===== config.mk =====
export PLATFORM = sky130hd
export DESIGN_NAME = forward_scoreboard
export DESIGN_NICKNAME = d
export VERILOG_FILES = /design/src/rtl/cpu_types_pkg.sv /design/src/rtl/fwd_match.sv /design/src/rtl/forward_scoreboard.sv
export SDC_FILE = /design/constraint.sdc
export NUM_CORES = 1
export LEC_CHECK = 0
export BUFFER_PORTS_ARGS = -buffer_cell sky130_fd_sc_hd__buf_4
export CAP_MARGIN = 20
export CORE_MARGIN = 10
export CORE_UTILIZATION = 50
export CTS_CLUSTER_DIAMETER = 80
export DETAILED_ROUTE_END_ITERATION = 16
export GPL_ROUTABILITY_DRIVEN = 0
export PLACE_DENSITY = 0.76
export SLEW_MARGIN = 20
export SYNTH_ARGS = -nofsm -noshare
export SYNTH_HDL_FRONTEND = slang
export SYNTH_SLANG_ARGS = --single-unit
export TNS_END_PERCENT = 20

===== constraint.sdc =====
create_clock -name CLK -period 2.2 [get_ports CLK]
set_input_delay 0.22 -clock CLK [delete_from_list [all_inputs] [get_ports CLK]]
set_output_delay 0.22 -clock CLK [all_outputs]
set_load 0.03 [all_outputs]

===== src/rtl/cpu_types_pkg.sv =====
// Shared datapath types: forward-select sizing and the in-flight write scoreboard entry.
// Entry register-select field is sized for the widest register file in use; narrower files zero-extend.
package cpu_types_pkg;

  localparam int REG_W_MAX = 8;
  localparam int SB_RDY_W  = 4;

  function automatic int fwd_sel_width(input int nstages);
    return $clog2(nstages + 1);
  endfunction

  localparam int FWD_SEL_W = fwd_sel_width(3);
  typedef logic [FWD_SEL_W-1:0] fwd_sel_t;

  typedef struct packed {
    logic                 valid;
    logic                 wen;
    logic [REG_W_MAX-1:0] wsel;
    logic [SB_RDY_W-1:0]  rdy;
  } sb_entry_t;

endpackage


===== src/rtl/fwd_match.sv =====
// Youngest-match priority encoder for one source operand against all scoreboard stages.
// Purely combinational; blocked means the youngest writer's result is not yet forwardable.
module fwd_match
  import cpu_types_pkg::*;
#(
  parameter int NSTAGES = 3,
  parameter int REG_W   = 5,
  parameter int SEL_W   = 2
) (
  input  sb_entry_t [NSTAGES-1:0] entries,
  input  logic [REG_W-1:0]        src,
  input  logic                    used,
  output logic                    hit,
  output logic [SEL_W-1:0]        stage,
  output logic                    blocked
);
  logic [REG_W_MAX-1:0] src_ext;

  assign src_ext = REG_W_MAX'(src);

  // Scan oldest to youngest so the youngest match overwrites older ones.
  always_comb begin
    hit     = 1'b0;
    stage   = '0;
    blocked = 1'b0;
    for (int k = NSTAGES - 1; k >= 0; k--) begin
      if (used && entries[k].valid && entries[k].wen &&
          entries[k].wsel == src_ext && src_ext != '0) begin
        hit     = 1'b1;
        stage   = SEL_W'(k);
        blocked = SB_RDY_W'(k) < entries[k].rdy;
      end
    end
  end
endmodule


===== src/rtl/forward_scoreboard.sv =====
// Forwarding/hazard unit: shift register of in-flight writes, per-operand forward select, stall, stall counter.
// fwd_sel/stall are same-cycle combinational; state moves only when advance is high.
module forward_scoreboard
  import cpu_types_pkg::*;
#(
  parameter  int NSTAGES    = 3,
  parameter  int NSRC       = 2,
  parameter  int REG_W      = 5,
  parameter  int ALU_READY  = 1,
  parameter  int LOAD_READY = 2,
  parameter  int CNT_W      = 32,
  localparam int SEL_W      = $clog2(NSTAGES + 1)
) (
  input  logic                  CLK,
  input  logic                  RST,
  input  logic                  advance,
  input  logic                  flush,
  input  logic                  issue_valid,
  input  logic                  issue_wen,
  input  logic                  issue_load,
  input  logic [REG_W-1:0]      issue_wsel,
  input  logic [NSRC*REG_W-1:0] src_sel,
  input  logic [NSRC-1:0]       src_used,
  output logic [NSRC*SEL_W-1:0] fwd_sel,
  output logic                  stall,
  output logic [CNT_W-1:0]      stall_cnt
);
  sb_entry_t [NSTAGES-1:0] entries;
  sb_entry_t               new_entry;
  logic [NSRC-1:0]         hit;
  logic [NSRC-1:0]         blocked;

  for (genvar i = 0; i < NSRC; i++) begin : g_src
    logic [SEL_W-1:0] stage;

    fwd_match #(
      .NSTAGES(NSTAGES),
      .REG_W  (REG_W),
      .SEL_W  (SEL_W)
    ) u_match (
      .entries(entries),
      .src    (src_sel[i*REG_W +: REG_W]),
      .used   (src_used[i]),
      .hit    (hit[i]),
      .stage  (stage),
      .blocked(blocked[i])
    );

    assign fwd_sel[i*SEL_W +: SEL_W] = (hit[i] && !blocked[i]) ? stage + SEL_W'(1) : '0;
  end

  assign stall = issue_valid && !flush && (|blocked);

  // A flushed or stalled decode slot becomes a bubble in EX.
  always_comb begin
    new_entry       = '0;
    new_entry.valid = issue_valid && !flush && !stall;
    new_entry.wen   = issue_wen;
    new_entry.wsel  = REG_W_MAX'(issue_wsel);
    new_entry.rdy   = issue_load ? SB_RDY_W'(LOAD_READY) : SB_RDY_W'(ALU_READY);
  end

  always_ff @(posedge CLK) begin
    if (RST) begin
      entries   <= '0;
      stall_cnt <= '0;
    end else if (advance) begin
      for (int k = NSTAGES - 1; k > 0; k--) begin
        entries[k] <= entries[k-1];
      end
      entries[0] <= new_entry;
      if (stall && !(&stall_cnt)) begin
        stall_cnt <= stall_cnt + CNT_W'(1);
      end
    end
  end
endmodule


Word-level counts from Yosys, hierarchy flattened
Index checks and enable logic that the tools add are counted.

Flip-flop bits (word level): 65. Bits of input ports: 24. Output and inout bits: 37. Logic and storage cells: 86.

Add/subtract/negate cells: 3. Order comparisons: 3. Equality and inequality tests: 6. Mux-type cells: 21. Reductions and logical operators: 40.

Operator list (count): 32-bit by 1-bit adder with 32-bit output (second input constant) (1); 32-bit AND reduction (1); 5-bit equality test (6); 1-bit logical AND (30); 2-bit 2-to-1 mux (9); 8-bit nonzero test (2); 1-bit 2-to-1 mux (12); 1-bit by 4-bit less-than comparator with 1-bit output (first input constant) (2); 1-bit logical NOT (5); 2-bit by 1-bit adder with 2-bit output (second input constant) (2); 2-bit by 4-bit less-than comparator with 1-bit output (first input constant) (1); 2-bit AND reduction (1); 2-bit OR reduction (1).

Logic depth before layout (Yosys ltp)
Word-level depth: 11. Mapped depth: 10. Depth with buffers taken out: 8.

By module
From an unflattened synthesis, not the netlist that was laid out.

Cell total of the unflattened synthesis: 406. Area, all modules: 3477.1 um^2.

By module, submodules not included: forward_scoreboard (times used 1, cells each 318, area an instance 2819.0 um^2, sequential area each 1181.1 um^2); fwd_match (times used 2, cells each 44, area an instance 329.1 um^2, sequential area each 0.0 um^2).

Worst setup path before layout
OpenSTA, ideal clock, no wires.

Path kind: flip-flop to flip-flop. Start: register stall_cnt[21]. End: register stall_cnt[21]. Setup time: 115 ps. Data arrival time: 2546 ps. Required time: 2085 ps. Setup slack: -461 ps. Stages on the path, launching flop included: 11. Path buffers: 2. Clock period less this slack: 2661 ps. Path through: dfxtp_1 -> nand4_1 -> or4_1 -> clkbuf_1 -> nor3_1 -> a31oi_1 -> and4_1 -> o21ai_2 -> buf_4 -> nor3_1 -> o21ba_1.

Cells in the longest elaborated chain, start to end: 4. Elaborated cells on any way between the ends: 5. Those cells by class: add/sub (1); reduce/logical (4).

Ends and longest elaborated chain: start, declared (line forward_scoreboard.sv:26) `output logic [CNT_W-1:0] stall_cnt`; start signal, assigned (line forward_scoreboard.sv:73) `stall_cnt <= stall_cnt + CNT_W'(1);`; parallel branches: the longest is 4 deep, another holds 32-bit by 1-bit adder with 32-bit output.

Parallel ways; which one is timed is not known. A chain may end at the register's enable or synchronous reset.

Worst setup path in the final report
Start: register entries[8] (netlist name). End: output port stall.

Cells in the longest elaborated chain, start to end: 6. Elaborated cells on any way between the ends: 10. Those cells by class: eq/ne (2); mux (2); reduce/logical (6).

Ends and longest elaborated chain: 5-bit equality test (line fwd_match.sv:28) `entries[k].wsel == src_ext && src_ext != '0) begin`; 1-bit logical AND (line fwd_match.sv:27) `if (used && entries[k].valid && entries[k].wen &&`; 1-bit logical AND (line fwd_match.sv:28); 1-bit 2-to-1 mux (line fwd_match.sv:27); 2-bit OR reduction * (line forward_scoreboard.sv:52) `assign stall = issue_valid && !flush && (|blocked);`; 1-bit logical AND * (line forward_scoreboard.sv:52); end, declared (line forward_scoreboard.sv:25) `output logic stall,`.

Every way passes the cells marked *; elsewhere a longest branch is shown, timed or not.

==> metrics.md <==
| Metric | Value |
|---|---|
| Status | `finished, violations left` |
| Failing checks | `negative setup slack` |
| Max VDD drop | `about 470 uV` |
| EDFF count, synth | `0` |
| Synth Area per Inst | `8.64 sq um` |
| Post-Synthesis Cells | `354` |
| Leak pwr | `between 1.5 and 2 nW` |
| Synth cell types | `between 40 and 50` |
| Sequential fraction of design power | `between 40% and 50%` |
| Sequential-to-total area share from yosys stat | `approximately two fifths` |
| Root Driver | `clkbuf_8` |
| Commonest cells after routing, fill and taps aside | `buf_4, nor2_1, dfxtp_1, mux2i_1, a21oi_1` |
| Die X | `around 100 um` |
| Num Clock Sinks | `about 60` |
| DRC violations left | `0` |
| Async SR Flop Fraction | `0%` |
| Final Hold Fails | `0` |
| Wire per inst | `between 15 and 20 um` |
| Logic pwr share | `about a tenth` |
| Post-detail-place hpwl | `6.62 mm` |
| Critical path class | `flop to output pin` |
| Clock period minus final worst setup slack | `roughly 2.5 ns` |
| Routed Antenna Nets | `0` |
| Fill cells | `about 290` |
| Tcrit/Tclk final | `113%` |
| Largest net degree at the start of global routing | `44` |
| CTS tree | `yes` |
| Routed WL | `around 11 mm` |
| Clk_skew | `between 0.007 and 0.008 ns` |
| First-pass GRT wire length | `between 15 and 20 mm` |
| Vias | `3467` |
| # diodes | `0` |
| Most used flip-flop cell after synthesis | `dfxtp_1` |
| CP Max Fanout | `5` |
| Crit path launch type | `flop` |
| Sw frac | `roughly 24%` |
| Max clock buf depth | `2` |
| Crit end category | `output pin` |
| Max Cap Viol | `0` |
| Port Buf Inserts | `60` |
| Max H-tree Level | `3` |
| Pre-CTS setup slack | `-0.437 ns` |
| CP required | `just under 2 ns` |
| Multi-input logic area | `between 2000 and 2500 sq um` |
| Register area | `~1200 sq um` |
| Die area | `about 9600 sq um` |
| Smallest setup slack after layout | `-0.292 ns` |
| Row count | `28` |
| Internal | `0.00190 W` |
| Share of post-route cells with drive strength above 1 | `about 50%` |
| Grt total ovfl | `0` |
| Max Slew Vio Count | `0` |
| RSZ-0062 raised after global routing | `true` |
| Slew @ Worst Pin | `0.543 ns` |
| CTS Hold Bufs | `0` |
| Seq cells post-synth | `59` |
| Net Switching | `0.000603 W` |
| Initial DRC Count | `around 220` |
| Vias in the first global route | `3464` |
| Most common cell after layout, fill and taps aside | `buf_4` |
| Worst skew pair latency | `0.35 ns` |
| Clock share of power | `between 40% and 50%` |
| DIE HEIGHT | `approximately 98 um` |
| I/O pin count | `61` |
| Worst Hold Class | `input pin to flop` |
| Area of the mapped netlist | `just over 3000 sq um` |
| Fmax | `401 MHz` |
| Initial antenna violation count | `0` |
| Starting density of the core | `51.7%` |
| Post-synthesis to final-layout area growth | `61.7%` |
| Drt via density | `around 6` |
| DRT Pass-1 Iters | `5` |
| NumNets Final | `525` |
| Num CTS Buffers | `9` |
| Critical path arrival | `between 2 and 2.5 ns` |
| Final setup vio count | `37` |
| Area of the core | `about 6000 sq um` |
| Syn nets | `379` |
| GRT Overall Usage | `a little over a fifth` |
| Setup tns final | `-6.71 ns` |
| Warnings, synthesis | `0` |
| Total power divided by cell area | `between 500 and 600 nW/um^2` |
| Slew HR | `63.8%` |
| Clock-pin slew on the worst setup and hold paths | `0.06 ns` |
## power by group through the flow
| stage | logic (W) | clock network [W] | registers, W |
|---|---|---|---|
| floorplan | 0.000117 | 0 | 0.00112 |
| global placement | 0.000212 | 0 | 0.00112 |
| detailed placement | 0.000217 | 0 | 0.00112 |
| CTS | 0.000236 | 0.00114 | 0.00110 |
| global route | 0.000277 | 0.00119 | 0.00110 |
| finish | 0.000264 | 0.00114 | 0.00110 |
## critical path, cell delays in order (launching register included)
cell     delay [ns]
dfxtp_4        0.37
xnor2_2        0.18
nand4_1        0.21
nor3_4         0.27
nor2_2         0.09
a22oi_4        0.30
buf_6          0.19
nor2_4         0.05
nor2_1         0.09
buf_4          0.17
## path summary, 6_finish.rpt
path	start	to	slack, ns	cells past startpoint
min reg2reg	stall_cnt[11]	stall_cnt[11]	0.51	2
min	issue_load	entries[0]	0.07	2
max	entries[8]	stall	-0.29	9
max reg2reg	entries[8]	stall_cnt[11]	-0.26	9
## stage by stage
step | hold WS [ns] | cells | total power, W | util [%] | instance area (sq um)
after global placement | 0.416 | 548 | 0.00133 | 70.9 | 4200
after floorplan | 0.319 | 354 | 0.00123 | - | 3180
after detailed placement | 0.426 | 548 | 0.00134 | 70.9 | 4200
after global routing | 0.0762 | 580 | 0.00256 | 83.5 | 4950
final | 0.0703 | 580 | 0.00250 | 83.5 | 4950
after CTS | 0.0645 | 577 | 0.00247 | 81.4 | 4820
## cell type report
cell class                 count  share of cell area (%)
tap                           75                    1.90
clock buffer                  11                    3.06
multi-input combinational    275                    44.0
clock inverter                 5                    1.52
timing repair buffer         149                    23.8
inverter                       6                   0.455
sequential                    59                    25.2
## repair_timing
item	4_1_cts	5_1_grt
setup endpoints to repair	38	37
resized for setup	66	17
buffers inserted	12	2
gates cloned	1	1
pin swaps	43	13
## sequential cells by signal (all words and copies together), names as in the netlist
register and count:
stall_cnt 32, entries 27
## layer usage
metal,up-vias,GRT usage [%],wire (um)
met5,-,0,0
met3,58,4.65,593
li1,1591,-,-
met1,1666,21.4,4200
met2,152,37.8,5890
met4,0,14.3,628
## kinds of logic (layout without fill, tap and decap cells)
family | count (synthesis) | count (layout) | synth area share, %
adders and majority gates | 1 | 1 | 0.409
AOI/OAI and AO/OA | 67 | 69 | 14.6
xor gates and xnor gates | 36 | 36 | 10.3
muxes | 27 | 27 | 8.88
and+or+nand+nor | 142 | 142 | 24.3
buffers and inverters | 22 | 171 | 2.94
DFF | 59 | 59 | 38.6
## Yosys cell counts (5+ instances only)
library cell | n | share of area [%]
o31ai_1 | 8 | 2.0
clkbuf_1 | 9 | 1.1
nand2_1 | 17 | 2.1
nor2_1 | 44 | 5.4
or3_1 | 15 | 3.1
dfxtp_1 | 59 | 39
mux2i_1 | 26 | 8.5
nand3_1 | 14 | 2.3
nand4_1 | 15 | 3.1
or4_1 | 9 | 2.2
o21ai_1 | 5 | 0.82
inv_1 | 6 | 0.74
xor2_1 | 5 | 1.4
xnor2_1 | 31 | 8.9
a21oi_1 | 26 | 4.3
nor3_1 | 10 | 1.6
o21ai_0 | 12 | 2.0
Note: power is estimated with default switching activity, not from simulation.
